**config.mk**
```make
export PLATFORM = sky130hd
export DESIGN_NAME = cond_logic
export DESIGN_NICKNAME = d
export VERILOG_FILES = /design/src/rtl/cond_logic.sv
export SDC_FILE = /design/constraint.sdc
export NUM_CORES = 1
export LEC_CHECK = 0
export CAP_MARGIN = 20
export CORE_MARGIN = 8
export CORE_UTILIZATION = 32
export CTS_CLUSTER_DIAMETER = 100
export DETAILED_ROUTE_END_ITERATION = 8
export GPL_ROUTABILITY_DRIVEN = 0
export PLACE_DENSITY = 0.72
export RECOVER_POWER = 50
export SYNTH_ARGS = -nofsm -noshare
export SYNTH_HDL_FRONTEND = slang
export SYNTH_SLANG_ARGS = --single-unit
```
**constraint.sdc**
```tcl
create_clock -name clk -period 1.91 [get_ports clk]
set_clock_uncertainty 0.2 [all_clocks]
set_input_delay 0.191 -clock clk [delete_from_list [all_inputs] [get_ports clk]]
set_output_delay 0.191 -clock clk [all_outputs]
set_load 0.1 [all_outputs]
```
**src/rtl/cond_logic.sv**
```systemverilog
// Conditional-execution unit: decodes the instruction condition against the
// architectural NZCV flags, gates the write/branch requests, and owns the
// flags register. Gated outputs are combinational; Flags is the only state.
module cond_logic (
   input  logic       clk,
   input  logic       reset,
   input  logic       en,
   input  logic [3:0] Cond,
   input  logic [3:0] ALUFlags,
   input  logic [1:0] FlagW,
   input  logic       PCS,
   input  logic       RegW,
   input  logic       MemW,
   input  logic       NoWrite,
   output logic       PCSrc,
   output logic       RegWrite,
   output logic       MemWrite,
   output logic       CondEx,
   output logic [3:0] Flags
);

   localparam int unsigned FLAG_W = 4;

   logic n_flag;
   logic z_flag;
   logic c_flag;
   logic v_flag;
   logic ex;
   logic [FLAG_W-1:0] flags_q;

   assign n_flag = flags_q[3];
   assign z_flag = flags_q[2];
   assign c_flag = flags_q[1];
   assign v_flag = flags_q[0];

   // Condition decode, evaluated only against the registered flags
   always_comb begin
      CondEx = 1'b0;
      case (Cond)
         4'b0000: CondEx = z_flag;
         4'b0001: CondEx = ~z_flag;
         4'b0010: CondEx = c_flag;
         4'b0011: CondEx = ~c_flag;
         4'b0100: CondEx = n_flag;
         4'b0101: CondEx = ~n_flag;
         4'b0110: CondEx = v_flag;
         4'b0111: CondEx = ~v_flag;
         4'b1000: CondEx = c_flag & ~z_flag;
         4'b1001: CondEx = ~c_flag | z_flag;
         4'b1010: CondEx = ~(n_flag ^ v_flag);
         4'b1011: CondEx = n_flag ^ v_flag;
         4'b1100: CondEx = ~z_flag & ~(n_flag ^ v_flag);
         4'b1101: CondEx = z_flag | (n_flag ^ v_flag);
         4'b1110: CondEx = 1'b1;
         default: CondEx = 1'b0;
      endcase
   end

   // Request gating: an instruction only takes effect when valid and passing
   always_comb begin
      ex       = en & CondEx;
      PCSrc    = PCS & ex;
      RegWrite = RegW & ~NoWrite & ex;
      MemWrite = MemW & ex;
   end

   // Flags register; N,Z and C,V halves load independently
   always_ff @(posedge clk or posedge reset) begin
      if (reset) begin
         flags_q <= '0;
      end else begin
         if (ex && FlagW[1]) flags_q[3:2] <= ALUFlags[3:2];
         if (ex && FlagW[0]) flags_q[1:0] <= ALUFlags[1:0];
      end
   end

   assign Flags = flags_q;

endmodule
```
==> metrics, run 1 <==
status complete, but fails checks; failing checks setup timing; TNS Setup -4130 ps; Total GRT Usage approximately an eighth; final hold viol count 0; aggregate routed wire length roughly 1.7 mm; Max FO, Critical Path 4; critical path class flop to output pin; Worst-Margin Slew roughly 400 ps; worst vdd ir approximately 1.0 mV; commonest cells after routing, fill and taps aside buf_4, clkdlybuf4s50_1, buf_12; TritonCTS clock tree yes; crit-path cells or4b_4 > o41ai_2 > a2111o_1 > a21oi_4 > nor4bb_4 > buf_12; leakage ~0.47 nW; Pwr Density between 1000 and 1500 nW/um^2; initial antenna violation count 0; Clock Tree Buf Depth 2; Clock Latency Late Sink about 240 ps; Starting DRT DRC Count 5; share of cells above drive strength 1 between 50% and 60%; largest net degree at the start of global routing 10; synthesis-to-finish area growth 145%; drt pass-1 iters 4; Crit path required time 1520 ps; clock tree sinks 4; Yosys reg bits 4; Routed Antenna Nets 0; Overall Power ~1.3 mW; num ports 25; root buffer cell clkbuf_4; final worst slack -623 ps; Final Critical Period 2530 ps; Max Fclk a little under 0.4 GHz; dpl ws -692 ps; Nets 114; Worst setup EP type output pin; synthesized cell area 430 sq um; TritonCTS buffer count 3; critical path launch point type flop; WP data arrival roughly 2100 ps; CORE AREA approximately 1300 sq um; starting density of the core 33.5%; Syn Nets roughly 70; CP delay by family, top simple AND/OR/NAND/NOR gates; H-tree levels 1; Die Wd 52.7 um; Fin Hold WS around 370 ps; GRT overflow 0; # rows 13; Die ar. around 2800 sq um; slowest cell delay on critical path approximately 490 ps; Mapped Cells 51; die height around 53 um; DP HPWL approximately 1.1 mm; first-pass GRT wire length approximately 2.5 mm; RSZ-0062 raised after global routing yes; most common cell after layout, fill and taps aside buf_4; wire per inst 15.9 um; setup violators final 8; Ys Warns 0; Buf/Inv on CP 1; Max Slew Vio Count 0; min-delay worst type input pin to flop; sequential fraction of the synthesis area between 20% and 30%; max reg flops 4; Via density 5.08; area occupied by multi-input gates just over 400 sq um; buffers added on ports 24; clock slew at reported path FFs approximately 40 ps; DRC errors left 0; routed via count about 560; Post-Syn Area per Cell around 8.4 sq um; number of diodes 0; Max Cap Viol 0; CP max stage cell dfrtp_4; Max transition margin 73.3%; Synth cell types 25; FF/Latch Area between 100 and 150 sq um; number of global-route vias before repair 584; fillers 82; fin crit share 133%
timing repair:
item                                    in CTS  in global routing
resized for setup                            9                 12
pin swaps                                    3                  7
endpoints found under the hold margin        4                  0
hold buffers                                 1                  0
buffers inserted                             3                  3
endpoints found under the setup margin       8                  8
final timing paths:
kind / from / end / slack (ps) / depth (start not counted)
max in group asynchronous: reset / Flags[3] / 700 / 3
min in group asynchronous: reset / Flags[0] / 630 / 3
worst min-delay path: ALUFlags[2] / Flags[2] / 370 / 2
worst max register to register: Flags[3] / Flags[2] / -440 / 7
worst max-delay path: Flags[1] / RegWrite / -620 / 6
worst min register to register: Flags[2] / Flags[2] / 470 / 2
layer usage:
| layer | vias up | share of wire (%) | GRT usage, % |
|---|---|---|---|
| met5 | - | 0 | 0 |
| met4 | 0 | 3.3 | 9.91 |
| met3 | 6 | 4.5 | 3.13 |
| met2 | 16 | 53 | 22.5 |
| met1 | 260 | 39 | 12.1 |
| li1 | 277 | - | - |
cell type report:
type | count | share of cell area [%]
clock buffer | 3 | 2.14
multi-input combinational | 39 | 38.4
timing repair buffer | 44 | 45.2
sequential | 4 | 10.7
tap | 15 | 1.78
inverter | 5 | 1.78
Yosys cell counts:
cell type | n | area share (%)
a2111o_1 | 1 | 2.6
a21oi_1 | 5 | 5.8
a311oi_2 | 1 | 3.5
a32oi_1 | 2 | 4.1
and3_2 | 1 | 1.7
and4bb_1 | 1 | 2.9
buf_4 | 2 | 3.5
buf_6 | 1 | 2.6
dfrtp_1 | 4 | 23
inv_1 | 5 | 4.4
mux2_1 | 2 | 5.2
mux2_2 | 2 | 5.2
mux2i_1 | 3 | 7.0
nand2_1 | 6 | 5.2
nand3_1 | 1 | 1.2
nand3b_1 | 1 | 1.7
nor2_1 | 4 | 3.5
nor2b_1 | 1 | 1.5
nor4bb_1 | 1 | 2.3
o21ai_0 | 2 | 2.3
o41ai_1 | 1 | 2.0
or3b_1 | 1 | 2.0
or4b_1 | 1 | 2.3
xnor2_1 | 1 | 2.0
xor2_1 | 1 | 2.0
per-stage QoR:
step           instances  instance area [sq um]  utilization (%)
2_1_floorplan         51                    467                -
3_3_place_gp         100                    877             68.3
3_5_place_dp         100                    877             68.3
4_1_cts              107                    968             75.4
5_1_grt              110                   1050             82.1
6_report             110                   1050             82.1
kinds of logic after synthesis:
| group | after synthesis | synth area share (%) |
|---|---|---|
| compound gates | 12 | 20.3 |
| xor+xnor | 2 | 4.07 |
| buf+inv | 8 | 10.5 |
| mux | 7 | 17.4 |
| simple gates | 18 | 24.4 |
| flops | 4 | 23.3 |
power breakdown:
group	switching, mW	internal, mW	leakage, nW
clock	0.0346	0.0703	0.0138
sequential	0.0625	0.140	0.0431
combinational	0.554	0.465	0.417
Note: power is estimated with default switching activity, not from simulation.
==> inputs of run 2 (changes only) <==
- clock period: 1.91 -> 2.3 ns (I/O delays scaled with it)
==> run 2 against run 1 <==
Effect of this change:
- the flow still finishes with violations (setup timing)
- power shrank 29%
- via count shrank 0.18%
- flip-flop and latch count is the same
- sequential share of layout area grew 0.60 points
- cell count shrank 2.7%
- combinational power shrank 32%
- setup slack gained 380 ps
- critical path type unchanged
- largest cell class unchanged
- largest power group unchanged
- highest routed layer unchanged
==> metrics, run 2 (same netlist as run 1, synthesis figures left out) <==
TritonCTS buffer count 3; drt pass-1 iters 4; hold path cells 1; Register-to-Register Setup Slack -140 ps; leakage approximately 0.43 nW; die height roughly 53 um; Worst setup EP type output pin; DRC errors left 0; max reg flops 4; Hold Crit Start Flags[0]; Die Wd around 53 um; Max Cap Viol 0; Top Usage Layer GRT met2; commonest cells after routing, fill and taps aside buf_4, clkdlybuf4s50_1, nand2_1; routed via count roughly 560; number of global-route vias before repair between 600 and 700; Max Fclk between 0.3 and 0.4 GHz; Post-DP Area 815 sq um; CORE AREA 1280 sq um; aggregate routed wire length approximately 1.8 mm; M1 GR Usage about an eighth; starting density of the core 33.5%; most common cell after layout, fill and taps aside buf_4; fin crit share 111%; WP data arrival around 2100 ps; num ports 25; # rows 13; final hold viol count 0; setup violators final 8; Max Slew Vio Count 0; clock tree sinks 4; DP HPWL ~1.2 mm; critical path launch point type flop; Worst-Margin Slew between 300 and 400 ps; placed cell count 99; met2 usage 21.1%; failing checks setup timing; Crit path required time about 1900 ps; GRT met3 Usage 3.13%; Die ar. approximately 2800 sq um; min-delay worst type flop to flop; Clock Latency Late Sink 230 ps; r2r endpoint Flags[3]; Max transition margin between 70% and 80%; worst reg2reg startpoint Flags[1]; H-tree levels 1; FF-to-FF path depth 8; RSZ-0062 raised after global routing yes; critical path class flop to output pin; Hold EP Flags[0]; largest net degree at the start of global routing 10; clock slew at reported path FFs 40 ps; Via density between 5 and 6; final instance area 955 sq um; final core occ between 70% and 80%; final worst slack -248 ps; Final Critical Period between 2000 and 3000 ps; status complete, but fails checks; fin cells between 100 and 150; Clock Tree Buf Depth 2; Routed Antenna Nets 0; Pwr Density a little under 1000 nW/um^2; synthesis-to-finish area growth 122%; TNS Setup -1210 ps; Total GRT Usage 12.3%; first-pass GRT wire length between 2 and 3 mm; GRT overflow 0; Max FO, Critical Path 4; Starting DRT DRC Count 8; worst vdd ir just over 0.9 mV; dpl ws -361 ps; initial antenna violation count 0; root buffer cell clkbuf_4; buffers added on ports 24; wire per inst between 15 and 20 um; number of diodes 0; TritonCTS clock tree yes; share of cells above drive strength 1 approximately half; Nets 111
[run 2: stage by stage]
step                      total power, mW  hold WS [ps]
after floorplan                     0.559          -204
after CTS                           0.903           364
after detailed placement            0.756           223
final                               0.936           387
after global placement              0.748           219
after global routing                0.976           394
[run 2: area by class of cell]
type | count | area (sq um)
repair buffers | 41 | 397
multi-input cells | 39 | 390
fillers | 99 | 330
flip-flops and latches | 4 | 108
clock buffers | 3 | 22.5
inverters | 5 | 18.8
well taps | 15 | 18.8
[run 2: repair_timing]
item / in CTS / in global routing
setup buffers: 3 / 1
resized for setup: 13 / 4
hold buffers: 1 / 0
endpoints found under the setup margin: 8 / 8
pin swaps: 4 / 2
gates cloned: 0 / 0
hold endpoints to repair: 4 / 0
[run 2: power by group]
part           internal, mW  switching [mW]  total [mW]
combinational         0.261           0.436       0.697
clock                0.0581          0.0250      0.0831
sequential            0.109          0.0462       0.155
total                 0.428           0.508       0.936
[run 2: worst max-delay path by stage]
| stage | end | slack, ps | startpoint | cells past startpoint |
|---|---|---|---|---|
| global route | RegWrite | -320 | Flags[1] | 7 |
| finish | RegWrite | -250 | Flags[1] | 7 |
| CTS | RegWrite | -220 | Flags[1] | 6 |
| floorplan | RegWrite | -720 | Flags[1] | 5 |
| detailed placement | RegWrite | -360 | Cond[2] | 7 |
| global placement | RegWrite | -340 | Cond[2] | 7 |
[run 2: critical path, cell delays in order (launching register included)]
cell and delay (ps):
dfrtp_4 480, buf_4 140, a21oi_1 120, o21ai_0 140
a311oi_2 360, a21oi_4 70, nor4bb_4 350, buf_12 220
[run 2: routing by layer]
| metal | part of all wire [%] | routed length [um] |
|---|---|---|
| met5 | 0 | 0 |
| met3 | 6.0 | 110 |
| met4 | 2.9 | 53 |
| met1 | 36 | 671 |
| met2 | 55 | 1010 |
==> inputs of run 3 (changes only) <==
- CORE_AREA: unset -> 8 8 45 47
- CORE_MARGIN: 8 -> unset
- CORE_UTILIZATION: 32 -> unset
- CTS_BUF_LIST: unset -> sky130_fd_sc_hd__clkbuf_8
- DIE_AREA: unset -> 0 0 53 55
- PLACE_DENSITY: 0.72 -> 0.73
==> run 3 against run 2 <==
Effect of this change:
- the flow still finishes with violations (setup timing)
- global-route usage fell by 1.6 points
- critical path type unchanged
- maximum frequency rose by 2.1%
- combinational power fell by 3%
- highest routed layer unchanged
- cell count fell by 0.93%
- power rose by 4.3%
==> metrics, run 3 (same netlist as run 1, synthesis figures left out) <==
FF-to-FF path depth 6; setup violators final 4; share of cells above drive strength 1 between 40% and 50%; synthesis-to-finish area growth 115%; Starting DRT DRC Count 2; min-delay worst type input pin to asynchronous set/reset pin; first-pass GRT wire length around 2.3 mm; CP delay by family, top buffers and inverters; WP data arrival between 2000 and 2500 ps; Max Slew Vio Count 0; Clock Latency Late Sink about 220 ps; GRT overflow 0; crit-path cells buf_4 > a21oi_2 > o21ai_2 > a311oi_2 > buf_4 > a21oi_4 > nor4bb_4 > buf_12; commonest cells after routing, fill and taps aside buf_4, clkdlybuf4s50_1, nand2_1; Max Cap Viol 0; Crit path required time between 1500 and 2000 ps; Max FO, Critical Path 3; num ports 25; fillers about 110; final worst slack -195 ps; worst vdd ir 0.998 mV; largest net degree at the start of global routing 10; die height between 50 and 60 um; Die Wd between 50 and 60 um; Pwr Density 1050 nW/um^2; clock slew at reported path FFs roughly 30 ps; Worst-Margin Slew between 200 and 300 ps; buffers added on ports 24; status complete, but fails checks; Routed Antenna Nets 0; CORE AREA between 1000 and 1500 sq um; FF/Latch Area 108 sq um; critical path class flop to output pin; failing checks setup timing; Nets approximately 110; initial antenna violation count 0; Fin Hold WS ~150 ps; Register-to-Register Setup Slack 40 ps; Die ar. between 2000 and 3000 sq um; DP HPWL 1.06 mm; root buffer cell clkbuf_8; Via density about 5.0; RSZ-0062 raised after global routing yes; most used cell, CP buf_4; wire per inst around 14 um; most common cell after layout, fill and taps aside buf_4; number of diodes 0; area occupied by multi-input gates ~350 sq um; leakage just over 0.4 nW; Max Fclk between 0.4 and 0.5 GHz; Max transition margin ~80%; worst reg2reg startpoint Flags[1]; critical path launch point type flop; Worst setup EP type output pin; final hold viol count 0; cts hold-fix bufs 0; H-tree levels 1; DRC errors left 0; Final Critical Period about 2500 ps; number of global-route vias before repair about 540; clock tree sinks 4; fin crit share 108%; slowest cell delay on critical path 470 ps; TritonCTS buffer count 3; TritonCTS clock tree yes; drt pass-1 iters 4; dpl ws -399 ps; routed via count ~530; aggregate routed wire length ~1.5 mm; Clock Tree Buf Depth 2; CP max stage cell dfrtp_4; # rows 14; starting density of the core a little under a third; r2r endpoint Flags[1]; Total GRT Usage between 10% and 20%; Buf/Inv on CP 3; max reg flops 4
run 3: worst max path at each step:
stage | start | end | slack (ps) | cells after the start
after detailed placement | Cond[2] | RegWrite | -400 | 7
after global placement | Cond[2] | RegWrite | -350 | 7
final | Flags[1] | RegWrite | -200 | 8
after floorplan | Flags[1] | RegWrite | -720 | 5
after global routing | Flags[1] | RegWrite | -290 | 6
after CTS | Flags[1] | RegWrite | -210 | 6
run 3: area by class of cell:
cell class,count,share of cell area [%]
Timing Repair Buffer,39,41.4
Multi-Input combinational cell,39,38.1
Sequential cell,4,11.6
Clock buffer,3,4.45
Inverter,5,2.29
Tap cell,16,2.16
run 3: metal layers:
| layer | GRT usage [%] | vias to the layer above | share of wire [%] |
|---|---|---|---|
| li1 | - | 268 | - |
| met4 | 5.17 | 0 | 1.5 |
| met1 | 11.3 | 244 | 40 |
| met3 | 2.41 | 3 | 3.4 |
| met2 | 19.5 | 13 | 55 |
| met5 | 0 | - | 0 |
run 3: stage by stage:
step / cells / TNS [ps] / util, % / power [mW] / area, sq um
after global placement: 97 / -2050 / 57.3 / 0.737 / 793
after CTS: 104 / -552 / 64.8 / 0.952 / 897
final: 106 / -699 / 67.0 / 0.976 / 927
after global routing: 106 / -1240 / 67.0 / 1.02 / 927
after floorplan: 51 / -1710 / - / 0.559 / 462
after detailed placement: 97 / -2440 / 57.3 / 0.738 / 793
run 3: what timing repair did:
action                                  4_1_cts  5_1_grt
endpoints found under the setup margin        8        8
setup buffers                                 4        2
gates resized for setup                      10        6
pin swaps                                     3        6
cloned                                        0        0
run 3: power by group:
| part | internal (mW) | total, mW | leakage (nW) | switching [mW] |
|---|---|---|---|---|
| clock | 0.112 | 0.149 | 0.0216 | 0.0372 |
| sequential | 0.109 | 0.148 | 0.0430 | 0.0394 |
| combinational | 0.249 | 0.678 | 0.346 | 0.430 |
| total | 0.469 | 0.976 | 0.410 | 0.506 |
